File: src/rtl/grf_scoreboard.sv
`default_nettype none
// ============================================================================
// grf_scoreboard : 2R/1W register file with write bypass and per-register
//                  pending-write counters. Optional macro: GRF_TRACE_EN.
// Revision       : 1.0
// ============================================================================
module grf_scoreboard #(
  parameter int DATA_W = 32,
  parameter int ADDR_W = 5,
  parameter int CNT_W  = 2
) (
  input  logic              clk,
  input  logic              reset,
  input  logic [ADDR_W-1:0] ra1,
  input  logic [ADDR_W-1:0] ra2,
  output logic [DATA_W-1:0] rd1,
  output logic [DATA_W-1:0] rd2,
  output logic              busy1,
  output logic              busy2,
  input  logic              we,
  input  logic [ADDR_W-1:0] wa,
  input  logic [DATA_W-1:0] wd,
  input  logic [31:0]       pc,
  input  logic              iss_en,
  input  logic [ADDR_W-1:0] iss_wa,
  output logic              iss_rdy
);

  localparam int               DEPTH   = 1 << ADDR_W;
  localparam logic [CNT_W-1:0] CNT_MAX = '1;
  localparam logic [CNT_W-1:0] CNT_ONE = CNT_W'(1);

  logic [DATA_W-1:0] regs_q [DEPTH];
  logic [DATA_W-1:0] regs_d [DEPTH];
  logic [CNT_W-1:0]  pend_q [DEPTH];
  logic [CNT_W-1:0]  pend_d [DEPTH];
  logic              wr_en;

  assign wr_en = we && (wa != '0);

  // Same-cycle write-back is forwarded so readers see it with zero latency.
  assign rd1 = (wr_en && (wa == ra1)) ? wd : regs_q[ra1];
  assign rd2 = (wr_en && (wa == ra2)) ? wd : regs_q[ra2];

  assign busy1 = (ra1 != '0) && (pend_q[ra1] != '0) &&
                 !(we && (wa == ra1) && (pend_q[ra1] == CNT_ONE));
  assign busy2 = (ra2 != '0) && (pend_q[ra2] != '0) &&
                 !(we && (wa == ra2) && (pend_q[ra2] == CNT_ONE));

  assign iss_rdy = (iss_wa == '0) || (pend_q[iss_wa] != CNT_MAX) ||
                   (we && (wa == iss_wa));

  always_comb begin
    logic inc;
    logic dec;
    inc = 1'b0;
    dec = 1'b0;
    regs_d = regs_q;
    pend_d = pend_q;
    if (wr_en) regs_d[wa] = wd;
    // Index 0 is skipped so its counter stays at its reset value of 0.
    for (int r = 1; r < DEPTH; r++) begin
      inc = iss_en && iss_rdy && (iss_wa == ADDR_W'(r));
      dec = we && (wa == ADDR_W'(r)) && (pend_q[r] != '0);
      if (inc && !dec)      pend_d[r] = pend_q[r] + CNT_ONE;
      else if (dec && !inc) pend_d[r] = pend_q[r] - CNT_ONE;
    end
  end

  always_ff @(posedge clk or negedge reset) begin
    if (!reset) begin
      for (int r = 0; r < DEPTH; r++) begin
        regs_q[r] <= '0;
        pend_q[r] <= '0;
      end
    end else begin
      regs_q <= regs_d;
      pend_q <= pend_d;
    end
  end

`ifdef GRF_TRACE_EN
  always_ff @(posedge clk) begin
    if (reset && wr_en) $display("@%h: $%d <= %h", pc, wa, wd);
  end
`else
  logic unused_pc;
  assign unused_pc = ^pc;
`endif

endmodule
`default_nettype wire

File: config.mk
export PLATFORM = sky130hd
export DESIGN_NAME = grf_scoreboard
export DESIGN_NICKNAME = d
export VERILOG_FILES = /design/src/rtl/grf_scoreboard.sv
export SDC_FILE = /design/constraint.sdc
export NUM_CORES = 2
export LEC_CHECK = 0
export CAP_MARGIN = 20
export CORE_MARGIN = 2
export CORE_UTILIZATION = 57
export CTS_CLUSTER_DIAMETER = 200
export DETAILED_ROUTE_END_ITERATION = 16
export PLACE_DENSITY = 0.86
export SETUP_SLACK_MARGIN = 0.05
export SKIP_LAST_GASP = 1
export SYNTH_ARGS = -nofsm -noshare
export SYNTH_HDL_FRONTEND = slang
export SYNTH_SLANG_ARGS = --single-unit
File: constraint.sdc
create_clock -name clk -period 2.65 [get_ports clk]
set_input_delay 0.3975 -clock clk [delete_from_list [all_inputs] [get_ports clk]]
set_output_delay 0.3975 -clock clk [all_outputs]
set_load 0.03 [all_outputs]
; ---- Word level (Yosys, flattened, before mapping)
; Cells that the tools add are included.
[word_totals]
regBits = 1086
in_bits = 88
out_inout_bits = 67
word_cells = 587
[op_classes]
addsub = 62
n_lt_le_gt_ge = 5
eq_ne = 68
n_mux = 82
bitwise_logic = 4
reduce_logical = 303
[op_table]
columns = cell, n
row1 = $bwmux 1024, 1
row2 = $bmux 32 s5, 2
row3 = $mux 32, 7
row4 = $logic_and 1x1->1, 169
row5 = $demux 32 s5, 1
row6 = $eq 5x5->1 const B, 32
row7 = $mux 2, 68
row8 = $reduce_bool 2->1, 64
row9 = $eq 5x4->1 const B, 16
row10 = $logic_not 1->1, 64
row11 = $add 2x1->2 const B, 31
row12 = $sub 2x1->2 const B, 31
row13 = $eq 5x3->1 const B, 8
row14 = $bmux 2 s5, 3
row15 = $ge 6x6->1 const B, 4
row16 = $not 5->6, 4
row17 = $eq 5x2->1 const B, 4
row18 = $eq 5x5->1, 3
row19 = $reduce_bool 5->1, 3
row20 = $eq 5x1->1 const B, 2
row21 = $lt 6x1->1 const B, 1
row22 = $logic_not 5->1, 1
row23 = $eq 2x1->1 const B, 2
row24 = $logic_or 1x1->1, 2
row25 = $ne 2x2->1 const B, 1

; ---- Depth between registers and ports, before layout
[depth]
word_depth = 13
depth_mapped = 14
mapped_depth_nobuf = 10

; ---- Least setup slack after synthesis
; OpenSTA, ideal clock, no wires.
[synth_path]
kind = input -> output
from = in ra2[1]
to = out rd2[19]
arrival_time_ns = 2.371
required_time_ns = 2.253
setup_slack_ns = -0.119
path_stages = 7
path_buffers = 3
path_cell_list = buf_2 buf_2 buf_1 mux4_2 mux4_2 mux2i_1 o21ai_0
[synth_between]
elab_chain_cells = 5
elab_cells_between_ends = 7
cone_classes = eq/ne: 1 / mux: 4 / bitwise: 1 / reduce/logical: 1
[synth_rtl]
columns = element, line
row1 = from (decl), 15  ; input logic [ADDR_W-1:0] ra2,
row2 = $not 5->6 (not written as such), 43  ; assign rd2 = (wr_en && (wa == ra2)) ? wd : regs_q[ra2];
row3 = $bmux 32 s5, 43
row4 = $mux 32 (not written as such) (2 in a row), 43
row5 = $mux 32 *, 43
row6 = to (decl), 17  ; output logic [DATA_W-1:0] rd2,
; Every way passes the cells marked *; elsewhere a longest branch is shown, timed or not. The select of a mux whose other input is x is not followed.

; ---- Worst setup path in the final report
[layout_path]
from = reg regs_q[0] (netlist name)
to = out rd1[0]
[layout_between]
elab_chain_cells = 4
[layout_rtl]
columns = element, line
row1 = from (decl), 33  ; logic [DATA_W-1:0] regs_q [DEPTH];
row2 = from (signal assigned), 77  ; regs_q <= regs_d;
row3 = $bmux 32 s5, 42  ; assign rd1 = (wr_en && (wa == ra1)) ? wd : regs_q[ra1];
row4 = $mux 32 (not written as such) (2 in a row), 42
row5 = $mux 32, 42
row6 = to (decl), 16  ; output logic [DATA_W-1:0] rd1,
; No other way between the ends. The select of a mux whose other input is x is not followed.

==> qor.txt <==
hpwl dp = 112 mm
Routed WL = 188 mm
violated checks = negative setup slack
CTS tree = yes
HP Class = in2async
unrepaired setup endpoints after global routing = true
Yosys warnings = 0
full die area = 107000 um^2
post-synthesis mux area share = 44.1%
IO Count = 155
Fill cells = 5899
wire per inst = 32.7 um
Post-Synth XOR/XNOR Area = 1.59%
Final Util = 69.7%
Adder-Cell Fraction of Synth Area = 0.653%
register bit total from synthesis = 1086
share of cells above drive strength 1 = 59.2%
Pleak = 31.0 nW
Hold Slack = 0.144 ns
compound-cell area share of the yosys netlist = 2.08%
Rel. slew slack = 39.1%
Required @ worst endpoint = 2.25 ns
Mapped Cells = 3927
status = finished with violations
first-pass GRT wire length = 277 mm
Post-layout nets = 4385
initial antenna violation count = 4
CTS max path bufs = 3
design area = 72100 um^2
syn_nets = 4046
grt ovf = 0
placed instance area = 66200 um^2
Setup WS post-layout = -0.610 ns
syn avg cell area = 15.1 um^2
mapped cell area = 59400 um^2
Maximum Capacitance Violations = 0
worst slack at placement = -0.599 ns
final setup violation count = 75
DRC violations left = 0
cells on worst reg2reg path = 13
Setup crit start = regs_q[0]
IO Port Bufs = 122
Storage cell area = 27200 um^2
Least-Margin Pin Slew = 0.914 ns
Layout Skew = 0.0125 ns
type of origin of the critical path = flop
GP Congestion = 0.951
DIE WIDTH = 327 um
starting density of the core = 57.4%
Max Slew Vio Count = 0
Area Overhead vs Synth = 21.4%
row cnt = 118
min cycle time layout = 3.26 ns
multi-input combinational cell area = 31400 um^2
Clock transition at path regs = 0.06 ns
drt first pass iters = 6
crit end category = output port
simple-gate portion of the synthesized area = 2.54%
vias in the first global route = 43.9k
Final ANT Viol Nets = 0
Arrival @ worst endpoint = 2.86 ns
total track usage = 34.7%
final hold viol count = 0
CP Class = reg2out
count of unique library cells instantiated by Yosys = 41
FF-to-FF Start = pend_q[52]
largest family of logic cells by synthesized area = multiplexers
asr flop ratio synth = 100%
clock sink count = 1086
CTS HTree Levels = 3
root buf cell = clkbuf_16
Max Clock Freq = 307 MHz
Synth Flop Type = dfrtp_1
PwrDens = 771 nW/um^2
maximum VDD drop = 0.000617 V
DR vias = 41.2k
Period Utilization, post-route = 123%
CTS buffer count = 110
Seq/Total Area, Yosys = 45.7%
critical path fanouts, max = 3
largest net degree at the start of global routing = 164
worst skew pair latency = 0.74 ns
Die H = 327 um
Initial DRC Count = 5227
number of flops mapped to enable cells by yosys = 0
Total Power = 55.6 mW
Vias/cell = 7.18
Core ar. = 103000 um^2
what timing repair did:
| item | in CTS | in global routing |
|---|---|---|
| setup buffers | 72 | 36 |
| gates resized for setup | 124 | 116 |
| hold buffers | 1 | 0 |
| pin swaps | 13 | 48 |
| setup endpoints to repair | 68 | 104 |
| endpoints found under the hold margin | 232 | 0 |
| gates cloned | 3 | 3 |
power by group:
part | internal, mW | total [mW] | switching (mW)
clock | 9.96 | 17.0 | 7.08
sequential | 20.1 | 23.4 | 3.31
combinational | 9.06 | 15.2 | 6.17
cell families (layout without fill, tap and decap cells):
kind of cell,after synthesis,after routing
AO/OA/AOI/OAI,227,227
AND/OR/NAND/NOR,365,365
other,0,2
flip-flops,1086,1086
buffers and inverters,443,878
XOR/XNOR,108,108
multiplexers,1667,1667
adder cells (fa/ha/maj),31,31
worst paths after layout:
kind | end | slack (ns)
hold / removal | regs_q[66] | 0.14
min in group clk | regs_q[1016] | 0.39
max in group asynchronous | regs_q[680] | 1.29
setup reg to reg | pend_q[39] | -0.08
hold reg to reg | regs_q[1016] | 0.39
setup / recovery | rd1[0] | -0.61
per-stage QoR:
stage | setup TNS, ns | std cells
after CTS | -26.46 | 5707
after global routing | -30.78 | 5742
final | -26.40 | 5744
after floorplan | 0 | 3927
after global placement | -51.96 | 5425
after detailed placement | -61.13 | 5425
area by class of cell:
class | count | share of cell area, %
clock buffers | 149 | 4.38
flip-flops and latches | 1086 | 37.7
repair buffers | 657 | 10.9
diodes | 2 | 0.00694
clock inverters | 59 | 1.09
multi-input cells | 2398 | 43.5
inverters | 13 | 0.0676
well taps | 1380 | 2.39
Yosys cell counts, types with 2 or more instances:
library cell     n  area (um^2)
nor4_1           9         56.3
nand2b_1         6         37.5
a21oi_1         19         95.1
and3_1           4         25.0
xor2_1          74          648
clkbuf_1       262          983
o21ai_0        169          846
nor3b_2          3         37.5
mux2_2         909        10200
inv_1           12         45.0
nor2b_1          7         43.8
ha_1            31          388
mux2i_1         88          881
nand3_1         14         70.1
nand3b_1         3         22.5
a211oi_1         3         22.5
a22oi_1          9         67.6
buf_1           40          150
nor3_1           4         20.0
nor2_1          99          372
dfrtp_1       1086        27200
mux4_2         666        15000
nand2_1        210          788
buf_4            6         45.0
o22ai_1          7         43.8
buf_6           18          203
or2_2            2         12.5
buf_2          103          515
and2_1           2         12.5
mux4_1           4          105
o211ai_1        15          113
xnor2_1         34          298
registers in the layout (all words and copies together), names as in the netlist:
name    flops
pend_q     62
regs_q   1024
cell usage in the layout (no fill, tap or decap), drive strengths merged, types with 15 or more instances in the layout:
| cell type | n |
|---|---|
| dfrtp | 1086 |
| mux2 | 909 |
| mux4 | 670 |
| buf | 607 |
| nand2 | 210 |
| o21ai | 169 |
| clkbuf | 152 |
| nor2 | 99 |
| mux2i | 88 |
| xor2 | 74 |
| clkdlybuf4s50 | 39 |
| xnor2 | 34 |
| clkinv | 31 |
| ha | 31 |
| a21oi | 20 |
| inv | 19 |
| bufinv | 16 |
| o211ai | 15 |
per-layer routing:
layer  wire (um)  track usage (%)
met4       13800             20.9
met5          36                0
met1       63900             44.3
met2       89100             54.2
met3       20800             8.80
worst max-delay path, stage by stage, from the launching register on:
cell,delay [ns]
dfrtp_1,0.39
mux4_2,0.54
mux4_2,0.59
mux2i_1,0.21
buf_4,0.17
o21ai_4,0.07
buf_12,0.14
No activity file was read; power rests on OpenSTA's default activity.
